### src/rtl/multicycle_control_unit.sv
// multicycle_control_unit
// Moore control FSM for the shared-datapath multicycle RISC-V core.
// Every instruction goes through FETCH, DECODE, then a short class-specific
// sequence of EXECUTE / MEMORY / WRITEBACK states. The unit drives all of
// the datapath enables and mux selects, and the ALU_Op code for the ALU
// control block. It also counts retired instructions and flags illegal
// opcodes.
//
// Optional feature macro: MULTICYCLE_BRANCH_EN
//   defined   : BRANCH (1100011) and JAL (1101111) are decoded and executed.
//   undefined : neither state is built. Both opcodes take the illegal path,
//               and PC_write_cond_o stays 0.
//
// Ports:
//   clk             rising-edge clock
//   reset           asynchronous, active-low reset
//   opcode_i        instruction[6:0] from the instruction register
//   zero_i          ALU zero flag (the datapath gates the conditional PC write)
//   mem_ready_i     memory read data valid this cycle
//   IR_write_o      load the instruction register
//   PC_write_o      unconditional PC update
//   PC_write_cond_o PC update when zero_i = 1
//   IorD_o          memory address: 0 = PC, 1 = ALU result register
//   mem_read_o      memory read strobe
//   mem_write_o     memory write strobe
//   ALU_src_a_o     00 = PC, 01 = rs1, 10 = old PC
//   ALU_src_b_o     00 = rs2, 01 = constant 4, 10 = immediate
//   ALU_Op_o        000 R, 001 I-arith, 010 ADD, 011 SUB, 100 LUI
//   reg_write_o     register file write enable
//   mem_to_reg_o    00 = ALU result reg, 01 = memory data reg, 10 = PC+4
//   PC_src_o        0 = ALU output, 1 = ALU result register
//   illegal_o       one-cycle pulse after an unknown opcode is decoded
//   retired_o       count of completed instructions (wraps)
module multicycle_control_unit #(
    parameter int CNT_WIDTH = 32
) (
    input  logic                 clk,
    input  logic                 reset,
    input  logic [6:0]           opcode_i,
    input  logic                 zero_i,
    input  logic                 mem_ready_i,
    output logic                 IR_write_o,
    output logic                 PC_write_o,
    output logic                 PC_write_cond_o,
    output logic                 IorD_o,
    output logic                 mem_read_o,
    output logic                 mem_write_o,
    output logic [1:0]           ALU_src_a_o,
    output logic [1:0]           ALU_src_b_o,
    output logic [2:0]           ALU_Op_o,
    output logic                 reg_write_o,
    output logic [1:0]           mem_to_reg_o,
    output logic                 PC_src_o,
    output logic                 illegal_o,
    output logic [CNT_WIDTH-1:0] retired_o
);

    localparam logic [6:0] OP_R      = 7'b0110011;
    localparam logic [6:0] OP_I      = 7'b0010011;
    localparam logic [6:0] OP_LUI    = 7'b0110111;
    localparam logic [6:0] OP_LOAD   = 7'b0000011;
    localparam logic [6:0] OP_STORE  = 7'b0100011;
`ifdef MULTICYCLE_BRANCH_EN
    localparam logic [6:0] OP_BRANCH = 7'b1100011;
    localparam logic [6:0] OP_JAL    = 7'b1101111;
`endif

    typedef enum logic [3:0] {
        FETCH    = 4'd0,
        DECODE   = 4'd1,
        EXEC_R   = 4'd2,
        EXEC_I   = 4'd3,
        EXEC_LUI = 4'd4,
        WB_ALU   = 4'd5,
        MEM_ADDR = 4'd6,
        MEM_RD   = 4'd7,
        WB_MEM   = 4'd8,
`ifdef MULTICYCLE_BRANCH_EN
        BRANCH   = 4'd10,
        JAL      = 4'd11,
`endif
        MEM_WR   = 4'd9
    } state_t;

    state_t state, next_state;
    logic   retire;
    logic   illegal_next;

    // The branch outcome is applied in the datapath (PC_write_cond & zero),
    // so the control unit itself never needs the zero flag.
    logic unused_zero;
    assign unused_zero = zero_i;

    // State register, retired counter and registered illegal pulse.
    always_ff @(posedge clk or negedge reset) begin
        if (!reset) begin
            state     <= FETCH;
            retired_o <= '0;
            illegal_o <= 1'b0;
        end else begin
            state     <= next_state;
            illegal_o <= illegal_next;
            if (retire)
                retired_o <= retired_o + CNT_WIDTH'(1);
        end
    end

    // Next-state and Moore output decode. In FETCH, IR_write and PC_write
    // are also gated by mem_ready_i, so the IR only captures valid data.
    always_comb begin
        next_state      = state;
        retire          = 1'b0;
        illegal_next    = 1'b0;
        IR_write_o      = 1'b0;
        PC_write_o      = 1'b0;
        PC_write_cond_o = 1'b0;
        IorD_o          = 1'b0;
        mem_read_o      = 1'b0;
        mem_write_o     = 1'b0;
        ALU_src_a_o     = 2'b00;
        ALU_src_b_o     = 2'b00;
        ALU_Op_o        = 3'b000;
        reg_write_o     = 1'b0;
        mem_to_reg_o    = 2'b00;
        PC_src_o        = 1'b0;

        case (state)
            FETCH: begin
                mem_read_o  = 1'b1;
                ALU_src_b_o = 2'b01;
                ALU_Op_o    = 3'b010;
                IR_write_o  = mem_ready_i;
                PC_write_o  = mem_ready_i;
                if (mem_ready_i)
                    next_state = DECODE;
            end
            DECODE: begin
                ALU_src_a_o = 2'b10;
                ALU_src_b_o = 2'b10;
                ALU_Op_o    = 3'b010;
                case (opcode_i)
                    OP_R:      next_state = EXEC_R;
                    OP_I:      next_state = EXEC_I;
                    OP_LUI:    next_state = EXEC_LUI;
                    OP_LOAD,
                    OP_STORE:  next_state = MEM_ADDR;
`ifdef MULTICYCLE_BRANCH_EN
                    OP_BRANCH: next_state = BRANCH;
                    OP_JAL:    next_state = JAL;
`endif
                    default: begin
                        next_state   = FETCH;
                        illegal_next = 1'b1;
                    end
                endcase
            end
            EXEC_R: begin
                ALU_src_a_o = 2'b01;
                next_state  = WB_ALU;
            end
            EXEC_I: begin
                ALU_src_a_o = 2'b01;
                ALU_src_b_o = 2'b10;
                ALU_Op_o    = 3'b001;
                next_state  = WB_ALU;
            end
            EXEC_LUI: begin
                ALU_src_b_o = 2'b10;
                ALU_Op_o    = 3'b100;
                next_state  = WB_ALU;
            end
            WB_ALU: begin
                reg_write_o = 1'b1;
                retire      = 1'b1;
                next_state  = FETCH;
            end
            MEM_ADDR: begin
                ALU_src_a_o = 2'b01;
                ALU_src_b_o = 2'b10;
                ALU_Op_o    = 3'b010;
                // The IR still holds the instruction, so the opcode is
                // re-sampled here to pick the load or store path.
                if (opcode_i == OP_LOAD)
                    next_state = MEM_RD;
                else if (opcode_i == OP_STORE)
                    next_state = MEM_WR;
                else
                    next_state = FETCH;
            end
            MEM_RD: begin
                mem_read_o = 1'b1;
                IorD_o     = 1'b1;
                if (mem_ready_i)
                    next_state = WB_MEM;
            end
            WB_MEM: begin
                reg_write_o  = 1'b1;
                mem_to_reg_o = 2'b01;
                retire       = 1'b1;
                next_state   = FETCH;
            end
            MEM_WR: begin
                mem_write_o = 1'b1;
                IorD_o      = 1'b1;
                retire      = 1'b1;
                next_state  = FETCH;
            end
`ifdef MULTICYCLE_BRANCH_EN
            BRANCH: begin
                ALU_src_a_o     = 2'b01;
                ALU_Op_o        = 3'b011;
                PC_write_cond_o = 1'b1;
                PC_src_o        = 1'b1;
                retire          = 1'b1;
                next_state      = FETCH;
            end
            JAL: begin
                PC_write_o   = 1'b1;
                PC_src_o     = 1'b1;
                reg_write_o  = 1'b1;
                mem_to_reg_o = 2'b10;
                retire       = 1'b1;
                next_state   = FETCH;
            end
`endif
            default: next_state = FETCH;
        endcase
    end

endmodule

### config.mk
export PLATFORM = sky130hd
export DESIGN_NAME = multicycle_control_unit
export DESIGN_NICKNAME = d
export VERILOG_FILES = /design/src/rtl/multicycle_control_unit.sv
export SDC_FILE = /design/constraint.sdc
export NUM_CORES = 1
export LEC_CHECK = 0
export ABC_AREA = 1
export CAP_MARGIN = 20
export CORE_ASPECT_RATIO = 1.25
export CORE_MARGIN = 8
export CORE_UTILIZATION = 40
export DETAILED_ROUTE_END_ITERATION = 7
export GPL_TIMING_DRIVEN = 0
export PLACE_DENSITY = 0.66
export SETUP_SLACK_MARGIN = 0.5
export SYNTH_ARGS = -nofsm -noshare
export SYNTH_HDL_FRONTEND = slang
export SYNTH_SLANG_ARGS = --single-unit
### constraint.sdc
create_clock -name clk -period 2.4 [get_ports clk]
set_input_delay 0.6 -clock clk [delete_from_list [all_inputs] [get_ports clk]]
set_output_delay 0.6 -clock clk [all_outputs]
set_load 0.01 [all_outputs]
Yosys cells after proc, flatten, opt, wreduce, memory -nomap -nowiden. Cells that the tools add are included.

$add $sub $neg: 1. Eq/ne operators: 16. Multiplexer cells: 18. Reduce and logical (&&, ||, !) cells: 12.

Operator list (number): adder 32 x 1 -> 32 bit (second input constant) (1); == test 7 x 6 -> 1 bit (second input constant) (3); case mux 4 bit (5 select lines) (1); == test 4 x 3 -> 1 bit (second input constant) (4); 2-to-1 mux 4 bit (4); case mux 3 bit (4 select lines) (1); OR reduction 3 bit (4); 2-to-1 mux 1 bit (9); case mux 3 bit (3 select lines) (1); == test 4 x 2 -> 1 bit (second input constant) (2); == test 4 bit (second input constant) (2); case mux 2 bit (2 select lines) (2); OR reduction 2 bit (4); == test 7 x 2 -> 1 bit (second input constant) (1); == test 7 x 5 -> 1 bit (second input constant) (1); OR reduction 5 bit (1); == test 4 x 1 -> 1 bit (second input constant) (1); logical NOT 4 bit (1); inequality test 2 bit (second input constant) (2); OR reduction 4 bit (1); AND reduction 2 bit (1).

Register bits after elaboration: 37. Bits of input ports: 11. Output and inout bits: 50. Logic and storage cells: 50.

Depth between registers and ports, before layout.
Depth after elaboration: 4. Mapped depth: 10. Depth with buffers taken out: 10.

Worst setup path before layout. No wires, ideal clock.

Path kind: register -> output. From: reg state[1]. To: out PC_write_o. Data arrival time: 1.056 ns. Data required time: 1.800 ns. Slack: 0.744 ns. Cell stages (with the launch flop): 5. Cell sequence: dfrtp_1 -> nor2_1 -> nand2_1 -> nor2_1 -> buf_4.

Longest elaborated chain between the ends: 2.

Ends and longest elaborated chain: start: declaration (line 85) `state_t state, next_state;`; start signal: assignment (line 101) `state <= next_state;`; logical NOT 4 bit; 2-to-1 mux 1 bit; end: declaration (line 43) `output logic PC_write_o,`.

No other way between the ends.

Worst setup path in the final report.
From: reg state[2]. To: out ALU_src_b_o[1].

Longest elaborated chain between the ends: 3. Elaborated cells on any way between the ends: 7. Those cells by class: 4 x eq/ne; 1 x mux; 2 x reduce/logical.

Ends and longest elaborated chain: == test 4 x 3 -> 1 bit (tied with other cells) (line 127) `case (state)`; OR reduction 4 bit (no line); case mux 2 bit (2 select lines) (*) (line 127); end: declaration (line 49) `output logic [1:0] ALU_src_b_o,`.

Mark *: on every way between the ends. The rest lies on a longest branch, timed or not.

==> flow_metrics.tcl <==
set metrics [dict create \
    p_int_uw 1190 \
    leakage_uw 0.00154 \
    hold_path.class "in -> async" \
    wl_mm 5.96 \
    cts_buffer_depth 2 \
    swShare_pct 32.5 \
    cts_hold_buf 0 \
    timing.critical_path.mode_cell "inv_2" \
    syn-cell-area_sq_mm 0.00223 \
    timing.setup.tns_ns 0 \
    fp.dieW_microns 82.7 \
    fin_nets 409 \
    synth.avg_cell_area_sq_um 7.30 \
    pwr-share-clk_pct 27.4 \
    vias 2186 \
    cpMaxStageDelayCell "dfrtp_1" \
    grt_util_all_layers_pct 14.6 \
    post-synth-top-area-cell "dfrtp_1" \
    layout_commonest_cell "nand2_1" \
    synthCells 305 \
    design_area_sq_mm 0.00321 \
    required_ns 1.80 \
    rr_endpoint "retired_o[18]" \
    dp_hpwl_mm 4.29 \
    ir_drop_mv 0.437 \
    htree_num_levels 2 \
    cts.sinks 37 \
    rows 30 \
    crit_fanout 3 \
    status "finished, final reports clean" \
    drc_errors 0 \
    grt-ovfl-total 0 \
    post_dp_cell_area_sq_mm 0.00287 \
    synth_area_leaders "dfrtp_1 (42%), nand2_1 (18%), nor2_1 (6.9%)" \
    ant_nets 0 \
    seq_power_share_pct 40.0 \
    critPathCaptureType "output pin" \
    rsz0062_at_grt "true" \
    layout_common_cells "nand2_1 (99), clkdlybuf4s50_1 (39), nor2_1 (35), dfrtp_1 (33), buf_4 (30)" \
    drt_iter0_drc 86 \
    clock_latency_ns 0.29 \
    period_share_pct 83.3 \
    cap_viol_max_count 0 \
    ys_ff_latch 37 \
    firstDrtPassIters 4 \
    worstMarginPinSlew_ns 0.831 \
    path_class "reg -> out" \
    area_growth_pct 44.4 \
    maxSlewViolCount 0 \
    path_cells "inv_2 -> nor2_4 -> buf_6 -> nand2_4 -> inv_2 -> nor2_1 -> nand3_1 -> buf_2" \
    rrSetupSlack_ns 0.82 \
    min_period_ns 2.00 \
    grt_pass1_wl_mm 9.73 \
    viasPerCell 4.73 \
    synth_top_area_share_pct 41.6 \
    io_pins 61 \
    powerDensity_mw_per_mm2 548 \
    finalSetupViolCount 0 \
    dp_slack_ns -0.0907 \
    core_sq_mm 0.00541 \
    place_congestion 0.884 \
    finClkSkew_ns 0.00558 \
    hold_slack_ns 0.407 \
    clkTransAtPathRegs_ns 0.08 \
    wire_per_inst_microns 12.9 \
    slew_headroom_pct 44.6 \
    antenna_found_initial 0 \
    grt_pass1_vias 2150 \
    drive_gt1_share_pct 24.6 \
    hold_viol_final 0 \
    cts_root_buf "clkbuf_8" \
    yosysWarnings 0 \
    synth.distinct_cells 27 \
    setup_ws_ns 0.400 \
    max_stage_delay_ns 0.42 \
    arrival_ns 1.40 \
    diodes 0 \
    die_area_sq_mm 0.00822 \
    portBuffers 56 \
    ys_seq_area_share_pct 41.6 \
    fmax_mhz 500 \
    cts_made_buffers 5 \
    die_y_microns 99.4 \
    initial_core_util_pct 41.2 \
    start_kind "flop" \
    grt_max_degree 38 \
    cts_tree "built" \
    ff2ff_path_depth 8 \
    p_comb_share_pct 32.6 \
    switchingPower_uw 573 \
    r2r_start "state[1]" \
]
## critical path: cells and delay by family, from the launching register on
| family | cells | cell delay, ns |
|---|---|---|
| buffers and inverters | 4 | 0.41 |
| flip-flops | 1 | 0.42 |
| AND/OR/NAND/NOR | 4 | 0.27 |
## cell families (layout without fill, tap and decap cells)
| group | Yosys count | count (layout) | synth area share, % |
|---|---|---|---|
| AOI/OAI and AO/OA | 3 | 3 | 0.787 |
| and+or+nand+nor | 209 | 209 | 42.9 |
| adders and majority gates | 1 | 1 | 0.562 |
| other | 1 | 3 | 0.168 |
| buffers and inverters | 37 | 128 | 7.31 |
| xor gates and xnor gates | 17 | 17 | 6.69 |
| DFF | 37 | 37 | 41.6 |
## power groups by stage
stage / sequential, uW / clock, uW / combinational [uW]
2_1_floorplan: 721 / 0 / 214
3_3_place_gp: 713 / 0 / 476
3_5_place_dp: 712 / 0 / 473
4_1_cts: 696 / 500 / 516
5_1_grt: 707 / 516 / 631
6_report: 704 / 483 / 574
## through the flow
| step | total power (uW) | utilization, % | instances |
|---|---|---|---|
| 2_1_floorplan | 936 | - | 307 |
| 3_3_place_gp | 1190 | 53.2 | 427 |
| 3_5_place_dp | 1190 | 53.1 | 427 |
| 4_1_cts | 1710 | 57.4 | 449 |
| 5_1_grt | 1850 | 59.5 | 462 |
| 6_report | 1760 | 59.5 | 462 |
## repair_timing
| action | 4_1_cts | 5_1_grt |
|---|---|---|
| pin swaps | 9 | 9 |
| gates resized for setup | 83 | 11 |
| endpoints found under the setup margin | 26 | 19 |
| gates cloned | 0 | 0 |
| setup buffers | 14 | 13 |
## area by class of cell
cell class / instances / area (sq um)
timing repair buffer: 83 / 712
clock inverter: 1 / 5.00
clock buffer: 7 / 96.3
sequential: 37 / 931
fill: 515 / 2190
inverter: 31 / 119
multi-input combinational: 233 / 1220
tap: 64 / 80.1
buffer: 6 / 46.3
## routing by layer
layer | vias to the layer above | track usage (%) | wire, microns
met5 | - | 0 | 0
met4 | 0 | 4.79 | 122
met3 | 9 | 3.61 | 351
met2 | 59 | 24.2 | 2920
met1 | 995 | 17.6 | 2570
li1 | 1123 | - | -
## Yosys cell counts
cell,number
inv_1,27
nor3b_2,1
a21boi_1,1
nand3b_1,8
or2_2,2
nor3_4,1
nor2_4,2
dfrtp_1,37
xor2_1,8
nand3_2,2
nand4_1,7
nand3_1,22
inv_2,4
nor3_2,1
nand2_1,104
ha_1,1
nor2_2,7
nor2_1,41
nor3_1,8
nand2_2,2
buf_2,1
and2_1,1
buf_6,1
xnor2_1,9
buf_4,4
o21ai_0,2
conb_1,1
## how the worst max path moves through the flow
stage,startpoint,to,cells after the start
2_1_floorplan,state[1],PC_write_o,4
3_3_place_gp,reset,illegal_o,1
3_5_place_dp,mem_ready_i,PC_write_o,5
4_1_cts,state[2],mem_read_o,7
5_1_grt,state[2],ALU_src_b_o[1],8
6_report,state[2],ALU_src_b_o[1],8
## state kept, by name (all words and copies together), names as in the netlist
register   count
retired_o     32
illegal_o      1
state          4
(Power assumes the default switching activity.)
==> edit 1 (same settings) <==
Add a define of `MULTICYCLE_BRANCH_EN`.
--- a/src/rtl/multicycle_control_unit.sv
+++ b/src/rtl/multicycle_control_unit.sv
@@ -32,4 +32,6 @@
 //   illegal_o       one-cycle pulse after an unknown opcode is decoded
 //   retired_o       count of completed instructions (wraps)
+`define MULTICYCLE_BRANCH_EN
+
 module multicycle_control_unit #(
     parameter int CNT_WIDTH = 32
Function: changed (Yosys sat finds a counterexample within 4 cycles, from zero or initial values and one cycle with reset low).
==> edit 1 against the original RTL <==
  * Area after synthesis increased by 12%
  * Sequential share of layout area decreased by 3.4 points
  * Worst setup slack got worse by 0.061 ns
  * Total power increased by 15%
  * Clock power about the same
  * Routed wire length increased by 25%
  * Cell area increased by 15%
  * Sequential cell count unchanged
  * Critical endpoint is now ALU_src_a_o[0]
  * Largest power group is now combinational logic
==> edit 1: results <==
[worst_setup_path]
rr_worst_depth = 15
regToRegSetupSlack_ns = 0.43
cp-startpoint = state[3]$_DFFE_PN0P_
r2r_end = state[3]$_DFFE_PN0P_
crit_family = buffers and inverters
critPathCapture = ALU_src_a_o[0]
r2r-start = state[1]$_DFFE_PN0P_
crit_arrival_ns = 1.46
cpMaxStageDelayCell = dfrtp_1
crit_fanout = 7

[global_route]
grt_max_degree = 38
grt.total_usage = 0.1674
grt_pass1_vias = 2699
grt_first_pass_wirelength_um = 12300
antenna_found_initial = 0

[placement]
io_buffer_count = 59
gp_congestion = 0.9008
dpl_worst_slack_ns = -0.008686
placed_area_um2 = 3193
hpwl_um = 5330
dp.cells = 522

[power]
vdd.ir_drop.worst_uv = 489.7
pg_seq_mw = 0.720
p_leak_nw = 1.761
comb_power_share = 0.404
switching_share = 0.3418
internal-power_mw = 1.327

[timing]
worst_pin_slew_ns = 0.8156
fmax_mhz = 485.2
holdWs_ns = 0.3977
finClkSkew_ns = 0.003832

[clocking]
clockBufferDepth = 2
clk_latency_ns = 0.29
cts_setup_buffers = 30
cts-hold-fix-buffers = 0
path_clk_slew_ns = 0.07
cts_resized = 115
cts_made_buffers = 5
htreeDepth = 2

[yosys]
yosys.area_share.xor_xnor = 0.05253
synth_area_leaders = dfrtp_1 (37%), nand2_1 (19%), nor2_1 (9.3%)
synthTopCellsByCount = nand2_1 (124), nor2_1 (62), inv_1 (48)
ys_types = 28
synth-adder-area-share = 0.005003
synth_compound_area_frac = 0.03202
avgSynthCellArea_um2 = 6.617
synth_seq_area_share = 0.3702
synth-async-reset-ratio = 1.000

[status]
status = completed

[drt]
drcViolationCount = 0
wl_per_cell_um = 12.93
dr.pass1.iters = 4
viasPerCell = 4.754
drt-initial-drc-count = 185

[final_layout]
nFillCells = 566
reg.largest.list = retired_o (32), state (4), illegal_o (1)
drive_gt1_frac = 0.2740
regArea_um2 = 943.4
finalNetCount = 500
final-instance-count-excl-fill = 574
## edit 1: changes by cell type in the layout (fill, tap and decap cells not counted), sizes merged, moves of 2 or more
cell	before	now
clkinv	1	3
nand3	24	36
inv	31	52
nor3	10	4
buf	48	66
clkdlybuf4s50	39	37
nor2	50	74
o21ai	2	10
conb	3	0
nand4	7	9
nand3b	8	3
nand2	106	126
or2	2	0
## edit 1: layout make-up
cell class                      instances  share of cell area
Tap cell                               85             0.02886
Clock buffer                            7             0.02615
Timing Repair Buffer                  103              0.2363
Buffer                                  4            0.008829
Clock inverter                          1            0.001358
Inverter                               54             0.05637
Sequential cell                        37              0.2560
Multi-Input combinational cell        283              0.3861
## edit 1: layer usage
layer	part of all wire	wire [µm]	vias to the layer above	GRT usage
li1	-	-	1393	-
met1	0.40	2936	1274	0.1719
met2	0.55	4089	54	0.3213
met3	0.037	278	8	0.03162
met4	0.016	118	0	0.05432
met5	0	0	-	0
==> edit 2 (config.mk and constraints unchanged) <==
Made on the original files. Re-encode `state_t` (10 states) as Gray code, 4 bits wide.
--- a/src/rtl/multicycle_control_unit.sv
+++ b/src/rtl/multicycle_control_unit.sv
@@ -67,18 +67,18 @@
 
     typedef enum logic [3:0] {
-        FETCH    = 4'd0,
-        DECODE   = 4'd1,
-        EXEC_R   = 4'd2,
-        EXEC_I   = 4'd3,
-        EXEC_LUI = 4'd4,
-        WB_ALU   = 4'd5,
-        MEM_ADDR = 4'd6,
-        MEM_RD   = 4'd7,
-        WB_MEM   = 4'd8,
+        FETCH    = 4'b0000,
+        DECODE   = 4'b0001,
+        EXEC_R   = 4'b0011,
+        EXEC_I   = 4'b0010,
+        EXEC_LUI = 4'b0110,
+        WB_ALU   = 4'b0111,
+        MEM_ADDR = 4'b0101,
+        MEM_RD   = 4'b0100,
+        WB_MEM   = 4'b1100,
 `ifdef MULTICYCLE_BRANCH_EN
         BRANCH   = 4'd10,
         JAL      = 4'd11,
 `endif
-        MEM_WR   = 4'd9
+        MEM_WR   = 4'b1101
     } state_t;
 
Behaviour: no difference found for any inputs over 10 cycles, from zero or initial values and one cycle with reset low; not proved beyond that.
==> edit 2 against the original RTL <==
  * Routed wire length rose by 12%
  * Register-to-register slack got worse by 0.12 ns
  * Clock skew fell by 0.0029 ns
  * Sequential share of layout area fell by 0.93 points
  * First-iteration DRC count rose by 72%
  * Via count rose by 12%
  * Worst setup slack got worse by 0.0067 ns
  * Sequential cell count did not move
  * Area after synthesis rose by 6.5%
  * Utilization fell by 1.8 points
  * Cell area rose by 3.7%
Power is not compared: it rests on default switching activity, and its combinational part moved more than twofold at a synthesized area within 25%.
==> edit 2: results <==
[status]
status = completed

[global_route]
grt_first_pass_wirelength_um = 11110
grt.total_usage = 0.1595
use_met3 = 0.05149

[drt]
viasPerCell = 4.843
routed-wl-met2_um = 3337
met1_length_um = 2704
drt-initial-drc-count = 148

[yosys]
synth_compound_area_frac = 0.01637
yosys.area_share.xor_xnor = 0.05544
ys_types = 25
synth_area_leaders = dfrtp_1 (39%), nand2_1 (18%), nor2_1 (10%)
synth-adder-area-share = 0.005280

[final_layout]
nFlopsAndLatches = 37
clk_share = 0.02214
num-multi-input-gates = 266
finalNetCount = 451
drive_gt1_frac = 0.2009

[placement]
dpl_worst_slack_ns = -0.1013
placed_area_um2 = 3018

[clocking]
cts_resized = 61

[timing]
finClkSkew_ns = 0.002700
worst_pin_slew_ns = 0.8352

[worst_setup_path]
r2r-start = retired_o[0]$_DFFE_PN0P_
r2r_end = retired_o[28]$_DFFE_PN0P_
cpPeakStageDelay_ns = 0.38
regToRegSetupSlack_ns = 0.70
## edit 2: per-stage QoR
stage                     TNS, ns  std cells  hold WS [ns]
final                           0        504        0.4136
after floorplan                 0        350        0.3044
after detailed placement  -0.1167        472        0.5061
after global placement     -6.223        472        0.5077
after global routing            0        504        0.4906
after CTS                       0        485        0.4404
## edit 2: cell families after synthesis
family	count (synthesis)
AO/OA/AOI/OAI	7
XOR/XNOR	15
adder cells (fa/ha/maj)	1
buffers and inverters	47
flip-flops	37
other	1
AND/OR/NAND/NOR	240
## edit 2: worst reg2reg max path, stage by stage, from the launching register on
cell and delay, ns:
dfrtp_1 0.40, ha_1 0.20, nand3_1 0.09, nor2_1 0.23, nand3_1 0.14, nor2_1 0.32
nand2_1 0.08, nand2_1 0.07, nand2_1 0.05
## edit 2: where the power goes
group          internal (mW)  switching [mW]  total, mW
clock network          0.191           0.212      0.403
logic                  0.523           0.639       1.16
registers              0.696          0.0623      0.759
total                   1.41           0.914       2.32
